File: src/rtl/freq_gate_scheduler.sv
// Gate-window scheduler: opens a programmable counting window, counts edge pulses inside it
// and presents the result on a valid/ready port. Optional macro: FREQ_SCHED_OVERWRITE_EN.
module freq_gate_scheduler #(
  parameter int BITS           = 12,
  parameter int CNT_W          = 7,
  parameter int DEFAULT_PERIOD = 1200
) (
  input  logic             clk,
  input  logic             reset_n,
  input  logic             edge_pulse,
  input  logic [BITS-1:0]  period,
  input  logic             period_load,
  input  logic             run,
  input  logic             oneshot,
  output logic             gate,
  output logic             busy,
  output logic [CNT_W-1:0] count,
  output logic             overflow,
  output logic             count_valid,
  input  logic             count_ready,
  output logic             dropped
);

  // Result handshake: a result transfers on every rising clk edge where count_valid and
  // count_ready are both high; count/overflow hold steady while count_valid waits for ready.

  typedef enum logic [1:0] {
    S_IDLE    = 2'd0,
    S_GATE    = 2'd1,
    S_PRESENT = 2'd2
  } state_t;

  localparam logic [BITS-1:0]  DEF_PERIOD = BITS'(DEFAULT_PERIOD);
  localparam logic [BITS-1:0]  ONE_PERIOD = BITS'(1);
  localparam logic [CNT_W-1:0] CNT_MAX    = '1;

  state_t state_q;
  state_t state_d;

  logic [BITS-1:0]  shadow_q;
  logic [BITS-1:0]  active_q;
  logic [BITS-1:0]  clk_cnt_q;
  logic [CNT_W-1:0] edge_cnt_q;
  logic             ovf_q;

  logic             handshake;
  logic             last_cycle;
  logic [CNT_W-1:0] edge_next;
  logic             ovf_next;

  logic             gate_d;
  logic             busy_d;
  logic             start_window;
  logic             result_write;
  logic             drop_d;

  assign handshake  = count_valid && count_ready;
  assign last_cycle = (state_q == S_GATE) && (clk_cnt_q == (active_q - ONE_PERIOD));

  // Saturating edge count for the current gate cycle, including a pulse on the last cycle.
  always_comb begin
    edge_next = edge_cnt_q;
    ovf_next  = ovf_q;
    if (edge_pulse) begin
      if (edge_cnt_q == CNT_MAX) begin
        ovf_next = 1'b1;
      end else begin
        edge_next = edge_cnt_q + 1'b1;
      end
    end
  end

  // FSM state register
  always_ff @(posedge clk or negedge reset_n) begin
    if (!reset_n) begin
      state_q <= S_IDLE;
    end else begin
      state_q <= state_d;
    end
  end

  // FSM next-state logic
  always_comb begin
    state_d = state_q;
    case (state_q)
      S_IDLE: begin
        if (run || oneshot) begin
          state_d = S_GATE;
        end
      end
      S_GATE: begin
        if (last_cycle) begin
`ifdef FREQ_SCHED_OVERWRITE_EN
          state_d = run ? S_GATE : S_PRESENT;
`else
          state_d = S_PRESENT;
`endif
        end
      end
      S_PRESENT: begin
        if (handshake) begin
          state_d = run ? S_GATE : S_IDLE;
        end
      end
      default: state_d = S_IDLE;
    endcase
  end

  // FSM output logic; gate/busy are registered from the next state so they track state_q.
  always_comb begin
    gate_d       = (state_d == S_GATE);
    busy_d       = (state_d != S_IDLE);
    start_window = (state_d == S_GATE) && ((state_q != S_GATE) || last_cycle);
    result_write = last_cycle;
`ifdef FREQ_SCHED_OVERWRITE_EN
    drop_d       = last_cycle && count_valid && !count_ready;
`else
    drop_d       = 1'b0;
`endif
  end

  always_ff @(posedge clk or negedge reset_n) begin
    if (!reset_n) begin
      gate <= 1'b0;
      busy <= 1'b0;
    end else begin
      gate <= gate_d;
      busy <= busy_d;
    end
  end

  // A zero period would never reach its last cycle, so it is stored as one.
  always_ff @(posedge clk or negedge reset_n) begin
    if (!reset_n) begin
      shadow_q <= DEF_PERIOD;
    end else if (period_load) begin
      shadow_q <= (period == '0) ? ONE_PERIOD : period;
    end
  end

  always_ff @(posedge clk or negedge reset_n) begin
    if (!reset_n) begin
      active_q <= DEF_PERIOD;
    end else if (start_window) begin
      active_q <= shadow_q;
    end
  end

  always_ff @(posedge clk or negedge reset_n) begin
    if (!reset_n) begin
      clk_cnt_q  <= '0;
      edge_cnt_q <= '0;
      ovf_q      <= 1'b0;
    end else if (start_window) begin
      clk_cnt_q  <= '0;
      edge_cnt_q <= '0;
      ovf_q      <= 1'b0;
    end else if (state_q == S_GATE) begin
      clk_cnt_q  <= clk_cnt_q + ONE_PERIOD;
      edge_cnt_q <= edge_next;
      ovf_q      <= ovf_next;
    end
  end

  // A new result takes priority over a handshake landing in the same cycle.
  always_ff @(posedge clk or negedge reset_n) begin
    if (!reset_n) begin
      count       <= '0;
      overflow    <= 1'b0;
      count_valid <= 1'b0;
    end else if (result_write) begin
      count       <= edge_next;
      overflow    <= ovf_next;
      count_valid <= 1'b1;
    end else if (handshake) begin
      count_valid <= 1'b0;
    end
  end

`ifdef FREQ_SCHED_OVERWRITE_EN
  always_ff @(posedge clk or negedge reset_n) begin
    if (!reset_n) begin
      dropped <= 1'b0;
    end else begin
      dropped <= drop_d;
    end
  end
`else
  assign dropped = drop_d;
`endif

  a_gate_implies_busy: assert property (
    @(posedge clk) disable iff (!reset_n) gate |-> busy);

  a_result_held: assert property (
    @(posedge clk) disable iff (!reset_n)
    (count_valid && !count_ready && !last_cycle) |=> (count_valid && $stable({overflow, count})));

  a_period_nonzero: assert property (
    @(posedge clk) disable iff (!reset_n) (active_q != '0) && (shadow_q != '0));

endmodule

File: config.mk
export PLATFORM = sky130hd
export DESIGN_NAME = freq_gate_scheduler
export DESIGN_NICKNAME = d
export VERILOG_FILES = /design/src/rtl/freq_gate_scheduler.sv
export SDC_FILE = /design/constraint.sdc
export NUM_CORES = 1
export LEC_CHECK = 0
export BUFFER_PORTS_ARGS = -buffer_cell sky130_fd_sc_hd__buf_2
export CAP_MARGIN = 40
export CORE_MARGIN = 4
export CORE_UTILIZATION = 60
export CTS_CLUSTER_SIZE = 16
export DETAILED_ROUTE_END_ITERATION = 12
export GPL_ROUTABILITY_DRIVEN = 0
export PLACE_DENSITY_LB_ADDON = 0.08
export SYNTH_ARGS = -nofsm -noshare
export SYNTH_HDL_FRONTEND = slang
export SYNTH_SLANG_ARGS = --single-unit
File: constraint.sdc
create_clock -name clk -period 7.7 [get_ports clk]
set_input_delay 1.54 -clock clk [delete_from_list [all_inputs] [get_ports clk]]
set_output_delay 1.54 -clock clk [all_outputs]
set_load 0.01 [all_outputs]
==> results.md, run 1 <==
* Cell Area, Synth at roughly 0.0029 mm²
* DR WL met2 at about 2500 µm
* DRC at 0
* Startpoint Class: flip-flop
* Via/cell ratio at between 5 and 6
* Relative slew slack at between 40% and 50%
* Vias in the first global route at around 2000
* P&R area growth vs syn at 13.1%
* Filler Cells Inserted at about 340
* Syn_nets at between 200 and 300
* Hold Crit Class: reg2reg
* Worst-path fanout max at 10
* Status: finished clean
* Ys async rst share at 100%
* PnR worst setup slack at ~4600 ps
* WHS at 502 ps
* Worst hold start: overflow
* PD cells at around 360 mW/mm²
* Worst Skew at between 7 and 8 ps
* Clk buf depth at 2
* WP data required at 7930 ps
* Final worst path period need at 3060 ps
* Num rows at 24
* Core area at between 0.004 and 0.005 mm²
* Mapped Cells at roughly 270
* Worst-Skew Late Latency at between 300 and 400 ps
* Syn_area_per_cell at approximately 11 µm²
* Setup repair after global routing missed its margin: false
* Global-route wire length before repair at between 9000 and 10000 µm
* Final ANT Viol Nets at 0
* Pre-CTS setup slack at between 4000 and 5000 ps
* Reg2reg start: active_q[0]
* Tcrit/Tclk final at 39.7%
* Register-to-Register Setup Slack at roughly 4600 ps
* Clock-pin slew on the worst setup and hold paths at 60 ps
* Hold Path Cell Cnt at 1
* Ys flop type: dfrtp_1
* Setup bufs post-CTS at 0
* GR Overflow Total at 0
* Design area at between 0.003 and 0.004 mm²
* Post-synth EDFFs at 0
* Horiz. Die Dim at approximately 77 µm
* Starting Density at ~64%
* Final setup viols at 0
* Clock sinks at 57
* WL met1 at 2730 µm
* Crit Path Class: reg2reg
* Drt initial violations at between 100 and 150
* Hold EP: overflow
* Hpwl dp at between 3000 and 4000 µm
* Critical path arrival at around 3300 ps
* Netlist cell types at 48
* H-Tree Depth at 3
* IO Count at 31
* TritonRoute pass-1 iters at 4
* Worst Setup End Kind: flip-flop
* CTS Hold Bufs at 0
* IO Port Bufs at 29
* Layout cells sized above 1 at around 28%
* Layout Nets at between 300 and 400
* F_max at about 0.33 GHz
* Routed wire length at ~5600 µm
* Synth area leader: dfrtp_1
* Synth Register Bits at between 50 and 60
* WL/cell at 15.5 µm
* FF-to-FF End: count[0]
* Die Y at around 77 µm
* Post-DP Area at approximately 0.0031 mm²
* CTS tree: done
* Largest net degree at the start of global routing at just under 60
* Max Slew Vio Count at 0
* Post-CTS sizing at 0
* Max IR drop VDD at 167 µV
* Top cells by area, synth: dfrtp_1 43%, mux2_2 11%, dfstp_2 7.3%
* Via count at 2136
* Initial antenna violation count at 0
* Root buffer cell: clkbuf_8
* Synth top area share at 42.6%
* Total CTS buffers at 9
* Max_cap viols at 0
* DR top layer: met4
* Sequential fraction of the synthesis area at 49.8%
* Slew at the pin with the worst max-slew slack at between 700 and 800 ps
* TNS Setup at 0 ps
* Count leader, synth: dfrtp_1
* Met3 routed WL at a little over 300 µm
* Synth warn at 0
* Die Area at 0.00598 mm²
* R2R depth at 8
* Antenna fix cells at 0
* Most frequent cells after synthesis: 49 x dfrtp_1, 30 x nand2_1, 27 x mux2_2, 20 x nor2_1, 13 x xnor2_1
* GRT Overall Usage at roughly a fifth
* Leak pwr at ~1.4 nW
* Fin. Hold Viols at 0
[metrics by stage]
| stage | power [mW] | cells | util [%] |
|---|---|---|---|
| after floorplan | 0.818 | 273 | - |
| after detailed placement | 0.927 | 347 | 68.2 |
| after global routing | 1.27 | 363 | 72.3 |
| final | 1.18 | 363 | 72.3 |
| after CTS | 1.19 | 363 | 72.3 |
| after global placement | 0.908 | 347 | 68.2 |
[how the worst max path moves through the flow]
stage,from,to,slack (ps),cells past startpoint
finish,active_q[0],count[0],4640,8
global route,active_q[0],overflow,4520,8
CTS,active_q[0],count[0],4630,8
detailed placement,active_q[0],count[2],4660,8
global placement,run,edge_cnt_q[0],4800,7
floorplan,run,clk_cnt_q[10],4910,5
[cell families after synthesis]
family	count (synthesis)	share of synthesized area, %
XOR/XNOR	23	6.99
flip-flops	57	49.8
AO/OA/AOI/OAI	41	9.60
multiplexers	30	11.6
AND/OR/NAND/NOR	101	18.2
buffers and inverters	17	2.34
other	1	0.130
adder cells (fa/ha/maj)	3	1.30
[routing by layer]
layer	vias up	track usage (%)
met4	0	11.0
li1	1040	-
met3	17	4.92
met5	-	0
met2	57	29.7
met1	1022	28.5
[flip-flops by register name, summed over array words and instances (netlist names)]
signal and flops:
overflow 1, active_q 12, count 7, edge_cnt_q 7, busy 1, clk_cnt_q 12
gate 1, count_valid 1, state_q 2, shadow_q 12, ovf_q 1
[cells in the final DEF, fill, tap and decap left out, types with 3 or more instances in the layout]
| cell type | netlist | routed |
|---|---|---|
| or3_1 | 5 | 5 |
| a21oi_1 | 8 | 7 |
| o21ai_0 | 10 | 10 |
| nor2_1 | 20 | 20 |
| nor3_1 | 8 | 8 |
| nor4_1 | 5 | 5 |
| clkbuf_8 | 0 | 12 |
| ha_1 | 3 | 3 |
| and3_1 | 6 | 6 |
| mux2_2 | 27 | 27 |
| o21bai_1 | 4 | 4 |
| mux2i_1 | 3 | 3 |
| dfstp_2 | 8 | 8 |
| nand4_1 | 6 | 6 |
| buf_2 | 0 | 29 |
| nand2_1 | 30 | 30 |
| xor2_1 | 10 | 10 |
| nand2b_1 | 5 | 5 |
| inv_1 | 8 | 8 |
| xnor2_1 | 13 | 13 |
| dfrtp_1 | 49 | 49 |
| nand3_1 | 5 | 5 |
[report_power, final]
part	internal (mW)	switching (mW)	total [mW]	leakage, nW
Combinational	0.204	0.205	0.409	0.659
Sequential	0.398	0.119	0.516	0.685
Clock	0.143	0.116	0.259	0.0927
[critical path, stage by stage, from the launching register on]
cell and delay (ps):
dfrtp_1 410, inv_1 90, ha_1 280, or3b_2 520
o21ai_1 200, and4bb_2 260, a311oi_2 60, nor4_4 700
mux2_2 410
[final cells by class]
| type | instances | area [µm²] | share of cell area (%) |
|---|---|---|---|
| clock buffers | 14 | 173 | 5.30 |
| well taps | 52 | 65.1 | 2.00 |
| repair buffers | 31 | 160 | 4.92 |
| inverters | 8 | 30.0 | 0.922 |
| multi-input cells | 199 | 1380 | 42.4 |
| clock inverters | 2 | 12.5 | 0.384 |
| flip-flops and latches | 57 | 1440 | 44.1 |
No activity file was read; power rests on OpenSTA's default activity.
==> run 2, diff against run 1 <==
Settings changed: CORE_UTILIZATION 60 to 53.
Clock period 7.7 ns to 2.45 ns, I/O delays scaled along.
==> run 2 against run 1 <==
  * Routed wire length is 6.8% higher
  * The flow now finishes with violations (negative setup slack)
  * Sequential share of layout area fell by 3.1 points
  * Largest cell class is now multi-input gates
  * Sequential power rose to 3.1 times the previous value
  * Sequential cell count did not move
==> results.md, run 2 (synthesis results as in run 1) <==
* Tcrit/Tclk final at 100% (+60 points)
* Horiz. Die Dim at 81.7 µm (+5.7%)
* IO Port Bufs at 29 (unchanged)
* Die Area at 0.00668 mm² (+12%)
* Layout cells sized above 1 at 34.1% (+5.8 points)
* Clk buf depth at 2 (unchanged)
* Die Y at 81.7 µm (+5.7%)
* Worst-Skew Late Latency at 340 ps (about the same)
* F_max at 0.408 GHz (+25%)
* Max_cap viols at 0 (unchanged)
* Clock-pin slew on the worst setup and hold paths at 70 ps (about the same)
* Via count at 2169 (+1.5%)
* Root buffer cell: clkbuf_8
* Global-route wire length before repair at 10100 µm (+6.0%)
* Setup bufs post-CTS at 0 (unchanged)
* Final Instance Count excl. Fillers at 393 (+8.3%)
* Register area at 0.00144 mm² (unchanged)
* Worst Setup End Kind: flip-flop
* Register-to-Register Setup Slack at -3 ps (-4640 ps)
* PD cells at 1170 mW/mm² (+220%)
* Worst-path fanout max at 10 (unchanged)
* Sequential Power Share at 38.9% (-4.7 points)
* Final worst path period need at 2450 ps (-605 ps)
* Num rows at 26 (+8.3%)
* Initial antenna violation count at 0 (unchanged)
* DRC at 0 (unchanged)
* Max Slew Vio Count at 0 (unchanged)
* WHS at 169 ps (-333 ps)
* WP data required at 2670 ps (-5260 ps)
* Post-DP Area at 0.00326 mm² (+6.1%)
* Switch Pwr at 1.54 mW (+250%)
* Largest net degree at the start of global routing at 32 (-45%)
* Core area at 0.00517 mm² (+15%)
* Design area at 0.00350 mm² (+7.6%)
* WL/cell at 15.3 µm (-1.4%)
* Via/cell ratio at 5.52 (-6.2%)
* Drt initial violations at 136 (+23%)
* Reg2reg start: active_q[1]
* Hpwl dp at 4300 µm (+9.0%)
* IO Count at 31 (unchanged)
* Fin. Hold Viols at 0 (unchanged)
* Startpoint Class: flip-flop
* Starting Density at 55.7% (-8.3 points)
* GR Overflow Total at 0 (unchanged)
* Crit Path Class: reg2reg
* PnR worst setup slack at -2.88 ps (-4640 ps)
* FF-to-FF End: overflow
* Placed insts at 377 (+8.6%)
* Most frequent cells in the layout: 49 x dfrtp_1, 30 x nand2_1, 29 x buf_2, 22 x mux2_2, 20 x nor2_1
* H-Tree Depth at 3 (unchanged)
* Internal Power at 2.56 mW (+240%)
* R2R depth at 10 (+2)
* Slew at the pin with the worst max-slew slack at 634 ps (-164 ps)
* Total CTS buffers at 9 (unchanged)
* Layout Nets at 340 (+3.7%)
* Final ANT Viol Nets at 0 (unchanged)
* Critical path arrival at 2670 ps (-620 ps)
* Worst Skew at 11.2 ps (+4.00 ps)
* Routed wire length at 6030 µm (+6.8%)
* Regs by FF count: active_q x12, clk_cnt_q x12, shadow_q x12
* Tot Pwr at 4.10 mW (+250%)
* GRT Overall Usage at 20.1% (-0.45 points)
* Status: finished, violations left
* Leak pwr at 1.53 nW (+6.3%)
* Hold Crit Class: in2async
* TritonRoute pass-1 iters at 4 (unchanged)
* Antenna fix cells at 0 (unchanged)
* Pre-CTS setup slack at 5.97 ps (-4660 ps)
* Multi-input logic area at 0.00148 mm² (+6.8%)
* Setup repair after global routing missed its margin: true
* Failing checks: negative setup slack
* Relative slew slack at 57.7% (+11 points)
* Sw frac at 37.5% (+0.40 points)
* P&R area growth vs syn at 21.6%
* CTS tree: done
* Commonest non-fill, non-tap cell in the layout: dfrtp_1
* Clock sinks at 57 (unchanged)
* Vias in the first global route at 2187 (+8.2%)
* Clk pwr share at 21.2% (-0.6 points)
* Final setup viols at 3 (+3)
* Filler Cells Inserted at 401 (+17%)
* Logic gate share of total power at 39.9% (+5.3 points)
* Max IR drop VDD at 703 µV (+320%)
## run 2: critical path, stage by stage, from the launching register on
cell      delay, ps
dfrtp_1         390
inv_2            80
ha_4            160
buf_4           130
nand3_1          80
a221oi_1        340
a41o_1          170
o211ai_1        160
nor4_4          350
buf_12          190
mux2_4          290
## run 2: power groups by stage
stage / combinational, mW / sequential [mW] / clock (mW)
2_1_floorplan: 1.12 / 1.54 / 0
3_3_place_gp: 1.49 / 1.59 / 0
3_5_place_dp: 1.53 / 1.60 / 0
4_1_cts: 1.58 / 1.59 / 0.884
5_1_grt: 1.80 / 1.64 / 0.936
6_report: 1.63 / 1.59 / 0.869
## run 2: area by class of cell
class	count	share of cell area [%]
Clock inverter	5	1.57
Timing Repair Buffer	43	7.96
Clock buffer	11	4.03
Sequential cell	57	41.0
Multi-Input combinational cell	199	42.1
Tap cell	70	2.50
Inverter	8	0.857
## run 2: how the worst max path moves through the flow
stage,cells after the start,endpoint,start
CTS,8,count[1],active_q[2]
floorplan,8,count[0],active_q[0]
detailed placement,9,count[1],active_q[1]
finish,10,overflow,active_q[1]
global placement,9,count[1],active_q[1]
global route,10,count[1],active_q[1]
## run 2: repair_timing
action / 4_1_cts / 5_1_grt
endpoints found under the setup margin: 5 / 5
hold buffers: 0 / 0
gates cloned: 0 / 0
resized for setup: 3 / 4
hold endpoints to repair: 0 / 0
pin swaps: 0 / 1
## run 2: metal layers
layer  part of all wire, %  GRT usage, %  vias to the layer above  routed length [µm]
met5                     0             0                        -                   0
met4                   1.4          7.64                        0                  87
met3                   4.4          4.61                        8                 264
met2                    46          30.7                       49                2780
met1                    48          27.7                     1040                2890
li1                      -             -                     1072                   -
## run 2: through the flow
step	util, %	TNS [ps]
finish	67.8	-6.84
global route	67.8	-577
CTS	67.3	0
detailed placement	63.0	0
global placement	63.0	0
floorplan	-	0
